==> src/rtl/cpu_pkg.sv <==
// Shared CPU constants and types: register-index width, the zero register
// and the pending-write scoreboard sizing.
package cpu_pkg;

  localparam int unsigned NREG     = 32;
  localparam int unsigned REG_W    = 5;
  localparam int unsigned PEND_W   = 2;
  localparam int unsigned PEND_MAX = 3;

  typedef logic [REG_W-1:0] reg_idx_t;

  localparam reg_idx_t REG_ZERO = '0;

endpackage

==> src/rtl/sb_pend_cnt.sv <==
// Saturating pending-write counter for one architectural register. It holds
// on overflow, clamps at zero on underflow and flags both as a one-cycle error pulse.
module sb_pend_cnt #(
  parameter int unsigned CNTW = 2
) (
  input  logic            clk,
  input  logic            rst,
  input  logic            inc,
  input  logic            dec,
  input  logic            kil,
  output logic [CNTW-1:0] cnt,
  output logic            err_c
);

  // Two extra bits: the sum spans -2 .. 2**CNTW, so it needs a sign bit
  // and one bit of headroom.
  localparam int unsigned SW = CNTW + 2;
  localparam logic signed [SW-1:0] CNT_MAX = SW'((2 ** CNTW) - 1);

  logic signed [SW-1:0] sum;
  logic [CNTW-1:0]      cnt_nxt;

  always_comb begin
    sum     = $signed(SW'(cnt)) + $signed(SW'(inc)) - $signed(SW'(dec)) - $signed(SW'(kil));
    cnt_nxt = cnt;
    err_c   = 1'b0;
    if (sum > CNT_MAX) begin
      err_c = 1'b1;
    end else if (sum < $signed(SW'(0))) begin
      cnt_nxt = '0;
      err_c   = 1'b1;
    end else begin
      cnt_nxt = CNTW'(sum);
    end
  end

  always_ff @(posedge clk) begin
    if (rst) cnt <= '0;
    else     cnt <= cnt_nxt;
  end

endmodule

==> src/rtl/id_regfile_sb.sv <==
// Decode-stage register file with WB bypass and a per-register pending-write
// scoreboard that stalls ID while a source operand is still in flight.
module id_regfile_sb #(
  parameter int unsigned NREG = cpu_pkg::NREG,
  parameter int unsigned DW   = 32,
  parameter int unsigned CNTW = cpu_pkg::PEND_W
) (
  input  logic                     clk,
  input  logic                     rst,
  input  logic [cpu_pkg::REG_W-1:0] id_rs,
  input  logic [cpu_pkg::REG_W-1:0] id_rt,
  input  logic                     id_rs_used,
  input  logic                     id_rt_used,
  input  logic                     id_issue,
  input  logic                     id_wreg,
  input  logic [cpu_pkg::REG_W-1:0] id_destR,
  input  logic                     kill_valid,
  input  logic [cpu_pkg::REG_W-1:0] kill_destR,
  input  logic                     wb_wreg,
  input  logic [cpu_pkg::REG_W-1:0] wb_destR,
  input  logic [DW-1:0]            wb_dest,
  output logic [DW-1:0]            id_rsdata,
  output logic [DW-1:0]            id_rtdata,
  output logic                     id_stall,
  output logic                     sb_busy,
  output logic                     sb_err
);

  import cpu_pkg::*;

  logic [DW-1:0]                rf [NREG];
  logic [NREG-1:0][CNTW-1:0]    pend;
  logic [NREG-1:0]              cnt_err;
  logic                         rs_haz;
  logic                         rt_haz;
  logic                         issue_ok;
  logic                         issue_err;

  // Operand read with same-cycle WB bypass; r0 reads as zero.
  always_comb begin
    id_rsdata = '0;
    id_rtdata = '0;
    if (id_rs != REG_ZERO)
      id_rsdata = (wb_wreg && wb_destR == id_rs) ? wb_dest : rf[id_rs];
    if (id_rt != REG_ZERO)
      id_rtdata = (wb_wreg && wb_destR == id_rt) ? wb_dest : rf[id_rt];
  end

  // A source retiring this very cycle no longer counts as pending.
  always_comb begin
    rs_haz    = id_rs_used && (id_rs != REG_ZERO) &&
                (pend[id_rs] > CNTW'(wb_wreg && wb_destR == id_rs));
    rt_haz    = id_rt_used && (id_rt != REG_ZERO) &&
                (pend[id_rt] > CNTW'(wb_wreg && wb_destR == id_rt));
    id_stall  = rs_haz | rt_haz;
    issue_ok  = id_issue & ~id_stall;
    issue_err = id_issue & id_stall;
  end

  assign pend[0]    = '0;
  assign cnt_err[0] = 1'b0;

  for (genvar r = 1; r < NREG; r++) begin : g_cnt
    sb_pend_cnt #(.CNTW(CNTW)) u_cnt (
      .clk   (clk),
      .rst   (rst),
      .inc   (issue_ok & id_wreg & (id_destR == REG_W'(r))),
      .dec   (wb_wreg & (wb_destR == REG_W'(r))),
      .kil   (kill_valid & (kill_destR == REG_W'(r))),
      .cnt   (pend[r]),
      .err_c (cnt_err[r])
    );
  end

  assign sb_busy = |pend;

  always_ff @(posedge clk) begin
    if (rst) begin
      for (int i = 0; i < NREG; i++) rf[i] <= '0;
    end else if (wb_wreg && wb_destR != REG_ZERO) begin
      rf[wb_destR] <= wb_dest;
    end
  end

  always_ff @(posedge clk) begin
    if (rst)                          sb_err <= 1'b0;
    else if (issue_err || |cnt_err)   sb_err <= 1'b1;
  end

endmodule

==> config.mk <==
export PLATFORM = sky130hd
export DESIGN_NAME = id_regfile_sb
export DESIGN_NICKNAME = d
export VERILOG_FILES = /design/src/rtl/cpu_pkg.sv /design/src/rtl/sb_pend_cnt.sv /design/src/rtl/id_regfile_sb.sv
export SDC_FILE = /design/constraint.sdc
export NUM_CORES = 2
export LEC_CHECK = 0
export CAP_MARGIN = 15
export CORE_ASPECT_RATIO = 2
export CORE_MARGIN = 4
export CORE_UTILIZATION = 45
export CTS_CLUSTER_DIAMETER = 60
export DETAILED_ROUTE_END_ITERATION = 10
export MAX_ROUTING_LAYER = met4
export SLEW_MARGIN = 15
export SYNTH_ARGS = -nofsm -noshare
export SYNTH_HDL_FRONTEND = slang
export SYNTH_SLANG_ARGS = --single-unit
==> constraint.sdc <==
create_clock -name clk -period 7.4 [get_ports clk]
set_input_delay 1.11 -clock clk [delete_from_list [all_inputs] [get_ports clk]]
set_output_delay 1.11 -clock clk [all_outputs]
set_load 0.1 [all_outputs]
# Word-level counts from Yosys, hierarchy flattened
# Memory sizes are Yosys's and may differ from the RTL's.
# Cells that the tools add are included.
[op_classes]
add_sub_neg = 93
n_mul = 0
n_div = 0
order_cmp = 66
eq_ne = 95
shifts = 0
muxes = 109
bitwise = 98
n_reduce_logical = 14
[ops]
columns = ["op", "count"]
rows = [
  ["subtractor 4 x 2 -> 4 bit", 62],
  ["== test 5 bit (second input constant)", 48],
  ["two-way mux 32 bit", 5],
  ["greater-than comparator 4 x 3 -> 1 bit (second input constant)", 31],
  ["< comparator 4 x 1 -> 1 bit (second input constant)", 31],
  ["== test 5 x 4 -> 1 bit (second input constant)", 24],
  ["AND 1 bit", 96],
  ["adder 2 x 1 -> 3 bit", 31],
  ["two-way mux 1 bit", 68],
  ["two-way mux 2 bit", 33],
  ["OR reduction 62 bit", 1],
  ["== test 5 x 3 -> 1 bit (second input constant)", 12],
  ["OR reduction 32 bit", 1],
  ["OR reduction 31 bit", 1],
  ["== test 5 x 2 -> 1 bit (second input constant)", 6],
  ["binary-select mux 2 bit (select 5 bit)", 2],
  ["== test 5 x 1 -> 1 bit (second input constant)", 3],
  ["nonzero test 5 bit", 3],
  ["< comparator 5 x 6 -> 1 bit (second input constant)", 2],
  ["== test 5 bit", 2],
  ["logical AND 1 bit", 7],
  ["two-way mux 5 bit", 1],
  ["greater-than comparator 2 x 1 -> 1 bit", 2],
  ["logical OR 1 bit", 1],
  ["other kinds (2)", 2],
]
[word_totals]
regBits = 63
latchBits = 0
ram_bits = 1024
mem_bits_ro = 0
inputBits = 65
out_inout_bits = 67
word_cells = 508
n_memories = 1
[memory_table]
columns = ["name", "depth", "word_bits", "rd", "rd_ports_with_merged_regs", "write_ports", "line", "text"]
rows = [
  ["rf", 32, 32, 2, 0, 32, "id_regfile_sb.sv:31", "logic [DW-1:0] rf [NREG];"],
]

# Logic depth before layout (Yosys ltp)
[logic_depth]
ltp_word = 17
depth_mapped = 27
depth_no_buf = 20

# Modules after synthesis
# A second synthesis with hierarchy kept.
[unflattened]
hier_cells = 4360
area_unflattened_um2 = 62864.0
[by_module_without_submodules]
columns = ["mod", "instances", "cells_each", "area_each_um2", "seq_area_each_um2"]
rows = [
  ["id_regfile_sb", 1, 3678, 57046.0, 30769.5],
  ["sb_pend_cnt", 31, 22, 187.7, 40.0],
]

# Worst setup path after synthesis
# OpenSTA, ideal clock, no wires.
[synth_path]
path_type = "input to register"
start = "input id_rs[0] in the netlist's numbering"
end = "register sb_err"
setup_time_ns = 0.130
arrival_time_ns = 6.100
t_required_ns = 7.270
path_slack_ns = 1.170
path_stages = 23
n_path_buf = 5
path_cell_list = "buf_6 buf_6 buf_4 buf_2 mux4_2 mux4_2 mux2i_1 ha_1 nor2_1 a41oi_2 o221ai_1 a32o_2 buf_6 nor4_1 ha_1 fa_1 inv_1 ha_1 nand2_1 a22o_1 or4_1 nor4_1 o211ai_1"
[synth_via]
elab_chain_len = 17
word_cells_on_any_way = 263
classes_between = "93 x add/sub; 63 x order compare; 1 x eq/ne; 64 x mux; 36 x bitwise; 6 x reduce/logical"
[synth_lines]
columns = ["item", "line", "text"]
rows = [
  ["start, declared", "id_regfile_sb.sv:10", "input logic [cpu_pkg::REG_W-1:0] id_rs,"],
  ["binary-select mux 2 bit (select 5 bit) / == test 5 bit (equally long branches)", "id_regfile_sb.sv:52", "(pend[id_rs] > CNTW'(wb_wreg && wb_destR == id_rs));"],
  ["two-way mux 2 bit (implied by the code) / logical AND 1 bit (equally long branches)", "id_regfile_sb.sv:52", ""],
  ["greater-than comparator 2 x 1 -> 1 bit", "id_regfile_sb.sv:52", ""],
  ["logical AND 1 bit *", "id_regfile_sb.sv:51", "rs_haz = id_rs_used && (id_rs != REG_ZERO) &&"],
  ["bitwise OR 1 bit *", "id_regfile_sb.sv:55", "id_stall = rs_haz | rt_haz;"],
  ["named net id_stall", "id_regfile_sb.sv:24", "output logic id_stall,"],
  ["inverter 1 bit", "id_regfile_sb.sv:56", "issue_ok = id_issue & ~id_stall;"],
  ["AND 1 bit", "id_regfile_sb.sv:56", ""],
  ["AND 1 bit (2 in a row)", "id_regfile_sb.sv:67", ".inc (issue_ok & id_wreg & (id_destR == REG_W'(r))),"],
  ["adder 2 x 1 -> 3 bit", "sb_pend_cnt.sv:24", "sum = $signed(SW'(cnt)) + $signed(SW'(inc)) - $signed(SW'(dec)) - $signed(SW'(kil));"],
  ["subtractor 4 x 2 -> 4 bit (2 in a row)", "sb_pend_cnt.sv:24", ""],
  ["< comparator 4 x 1 -> 1 bit", "sb_pend_cnt.sv:29", "end else if (sum < $signed(SW'(0))) begin"],
  ["two-way mux 1 bit", "sb_pend_cnt.sv:29", ""],
  ["two-way mux 1 bit", "sb_pend_cnt.sv:27", "if (sum > CNT_MAX) begin"],
  ["OR reduction 31 bit", "id_regfile_sb.sv:87", "else if (issue_err || |cnt_err) sb_err <= 1'b1;"],
  ["logical OR 1 bit *", "id_regfile_sb.sv:87", ""],
  ["end signal, assigned", "id_regfile_sb.sv:86", "if (rst) sb_err <= 1'b0;"],
  ["end signal, assigned", "id_regfile_sb.sv:87", ""],
  ["end, declared", "id_regfile_sb.sv:26", "output logic sb_err"],
]
# The timed path passes the listed nets; every way through them passes the cells marked *. The select of a mux whose other input is x is not followed.
# A chain may end at the register's enable or synchronous reset.

# Worst setup path after layout
[layout_path]
start = "input id_rt[1] in the netlist's numbering"
end = "output id_rtdata[4]"
[layout_via]
elab_chain_len = 4
word_cells_on_any_way = 6
classes_between = "1 x eq/ne; 2 x mux; 2 x reduce/logical; 1 x memory"
[layout_lines]
columns = ["item", "line", "text"]
rows = [
  ["start, declared", "id_regfile_sb.sv:11", "input logic [cpu_pkg::REG_W-1:0] id_rt,"],
  ["branches (longest 3 deep; another with memory read (32 x 32 bit))", "-", ""],
  ["two-way mux 32 bit *", "id_regfile_sb.sv:45", "if (id_rt != REG_ZERO)"],
  ["end, declared", "id_regfile_sb.sv:23", "output logic [DW-1:0] id_rtdata,"],
]
# Every way passes the cells marked *.

==> results.md <==
- Placed standard-cell area: 65,730 um2
- Count of max-cap constraint violations: 0
- Hold buffer count at cts: 0
- M2 GR Usage: 54.18%
- Netlist cell types: 58
- Vias per cell: 6.502
- Kind of path behind the tightest hold check: flop to flop
- Async set or reset register ratio after synthesis: 0%
- Final weighted congestion of routability-driven global placement: 0.9639
- Post-CTS setup buffers: 0
- Root buf cell: sky130_fd_sc_hd__clkbuf_16
- Number of optimization iterations in the first detailed-route pass: 5
- TritonCTS buffer count: 104
- Clock insertion delay at the later pin of the skew report: 0.74 ns
- Pin count of the biggest net entering global routing: 106
- Buffers on Ports: 131
- Synth top area cells: sky130_fd_sc_hd__edfxtp_1 (49%), sky130_fd_sc_hd__mux4_2 (22%), sky130_fd_sc_hd__and2_1 (10%), sky130_fd_sc_hd__mux2i_1 (3.2%), sky130_fd_sc_hd__dfxtp_1 (2.0%)
- Netlist area before placement: 62,510 um2
- Maximum buffer depth of the clock tree: 3
- Clock period minus worst slack: 6.465 ns
- Hpwl dp: 134.4 mm
- Clock tree from TritonCTS: yes
- Leakage: 0.02435 uW
- Core utilization of the finished layout: 50.10%
- Post-route setup slack: 0.9352 ns
- GRT met1 Usage: 35.12%
- Cell area after layout: 69,200 um2
- Total count of hold-check failures in the final report: 0
- Count of instances resized after the clock tree is built: 0
- Number of global-route vias before repair: 41.92k
- Number of violations reported at the end of detailed-routing iteration 0: 4,584
- Critical path arrival: 5.35 ns
- Post-synthesis register bit count: 1,087
- Final-report max-slew violation count: 0
- Filler cells: 11.83k
- Floorplan Core Area: 138,100 um2
- Portion of the clock cycle consumed by the worst path in the final layout: 87.36%
- Initial antenna violation count: 22
- Peak supply drop: 229.5 uV
- Sort of element at the start of the critical path: primary input
- Total Routing Usage GR: 31.91%
- Initial cell density of the core: 45.25%
- Area of the multi-input gates: 28,860 um2
- Detailed-route DRC error count: 0
- WL final: 227.5 mm
- Outcome: completed
- Synth top area share: 49.19%
- Final clock skew: 0.04895 ns
- Area added between synthesis and finish: 10.71%
- Area used by sequential logic in the layout: 32,010 um2
- Predominant post-synthesis flop cell: sky130_fd_sc_hd__edfxtp_1
- Pwr dens: 222.3 nW/um2
- Routed Antenna Nets: 0
- H-tree levels: 3
- DIE AREA: 145,300 um2
- Top-level I/O count: 132
- Number of warnings issued by yosys: 0
- Crit path kind: primary input to output port
- Fraction of final layout cells with drive strength greater than 1: 24.59%
- Chip height: 535.1 um
- GR peak layer: met2
- Critical Path End Type: output port
- Largest driver fanout on the critical path: 46
- Total negative setup slack: 0 ns
- Width of the die: 271.5 um
- Upper clock frequency limit: 154.7 MHz
- Post-Synthesis Cells: 4,265
- Final setup violating endpoints: 0
- Register area share after synthesis: 51.21%
- Setup repair after global routing missed its margin: no
- Wire length of the first global-routing pass: 315.4 mm
- Number of enable-type register cells in the synthesized netlist: 1,024
- Place WS: 0.5356 ns
- Worst rel slew slack: 14.17%
- Actual transition at the worst max-transition pin: 1.287 ns
- Power, Total: 15,390 uW
- Clk slew on worst S/H paths: 0.07 ns
- Sinks on the clock net: 1,087
- Top cell type by total area after synthesis: sky130_fd_sc_hd__edfxtp_1
- Total Nets Final: 4,441
- Met3 layer usage reported by global route: 5.122%
- Vias after detailed routing: 40.35k
- Remaining global-route overflow: 0
- Mean area per synthesized cell: 14.66 um2
- Placement Rows: 193
- WP data required: 6.29 ns
- WL/cell: 36.66 um
==> final cells by class <==
cell class / count / share of cell area [%]
clock buffer: 124 / 3.961
inverter: 66 / 0.3598
tap: 1852 / 3.348
antenna: 19 / 0.06870
multi-input combinational: 2730 / 41.70
timing repair buffer: 261 / 3.314
sequential: 1087 / 46.26
clock inverter: 67 / 0.9908
==> flip-flops by register name, indices dropped and copies added (netlist names) <==
signal,cells
rf,1024
g_cnt.u_cnt.cnt,62
sb_err,1
==> layer usage <==
layer  vias to the layer above  share of wire (%)
li1                      16297                  -
met1                     20939                 33
met2                      2357                 51
met3                       761                8.1
met4                         0                7.9
met5                         -                  0
==> logic make-up after synthesis <==
kind of cell	count (synthesis)	synth area share [%]
simple gates	1470	13.84
compound gates	234	2.508
buf+inv	479	3.299
other cells	1	0.005999
fa+ha+maj	126	2.894
xor+xnor	41	0.5745
mux	827	25.67
flops	1087	51.21
==> power breakdown <==
group	internal [uW]	switching, uW
Combinational	933	1660
Clock	3070	2480
Sequential	7050	189
Total	11100	4330
==> final timing paths <==
check	cells past startpoint	to	slack (ns)	startpoint
hold / removal	2	g_cnt[31].u_cnt.cnt[1]	0.57	g_cnt[31].u_cnt.cnt[1]
setup / recovery	8	id_rtdata[4]	0.94	id_rt[1]
hold reg to reg	2	g_cnt[31].u_cnt.cnt[1]	0.57	g_cnt[31].u_cnt.cnt[1]
setup reg to reg	19	sb_err	1.42	g_cnt[26].u_cnt.cnt[0]
==> cells in the mapped netlist (all sizes together) (3+ instances only) <==
cell type     n
mux2i       201
nor3b         4
o21ai        59
and3          3
nor2b        28
nand3b        5
clkbuf      270
edfxtp     1024
nand2        99
a2111oi      31
nand4         7
nor4b         3
and2        996
nand2b       17
nor4         41
mux4        620
ha           95
a21oi        44
and3b         5
xor2          8
nor2        134
nor3         77
or2          33
a211oi       69
buf         143
nand3         8
a22oi        10
a22o          4
dfxtp        63
fa           31
inv          65
or4           4
mux2          6
xnor2        33
or3b          3
==> cells in the final DEF (no fill, tap or decap), types with 64 or more instances in the layout <==
| cell | instances |
|---|---|
| sky130_fd_sc_hd__inv_1 | 64 |
| sky130_fd_sc_hd__a211oi_1 | 69 |
| sky130_fd_sc_hd__nor3_1 | 76 |
| sky130_fd_sc_hd__mux2i_1 | 201 |
| sky130_fd_sc_hd__buf_4 | 173 |
| sky130_fd_sc_hd__edfxtp_1 | 1024 |
| sky130_fd_sc_hd__clkdlybuf4s50_1 | 70 |
| sky130_fd_sc_hd__clkbuf_16 | 107 |
| sky130_fd_sc_hd__nor2_1 | 103 |
| sky130_fd_sc_hd__and2_1 | 996 |
| sky130_fd_sc_hd__nand2_1 | 98 |
| sky130_fd_sc_hd__mux4_2 | 620 |
| sky130_fd_sc_hd__ha_1 | 95 |
==> per-stage QoR <==
step                cells  hold WS (ns)
global route         6194        0.6021
finish               6206        0.5722
floorplan            4296        0.5125
CTS                  6187        0.5703
detailed placement   5996        0.5604
global placement     5996        0.5677
==> critical path, stage by stage <==
cell                              delay, ns
sky130_fd_sc_hd__buf_8                 0.31
sky130_fd_sc_hd__buf_4                 0.62
sky130_fd_sc_hd__buf_4                 0.72
sky130_fd_sc_hd__mux4_2                0.45
sky130_fd_sc_hd__mux4_2                0.53
sky130_fd_sc_hd__mux2i_1               0.32
sky130_fd_sc_hd__a211oi_1              0.14
sky130_fd_sc_hd__clkdlybuf4s50_1       1.03
(Power assumes the default switching activity.)
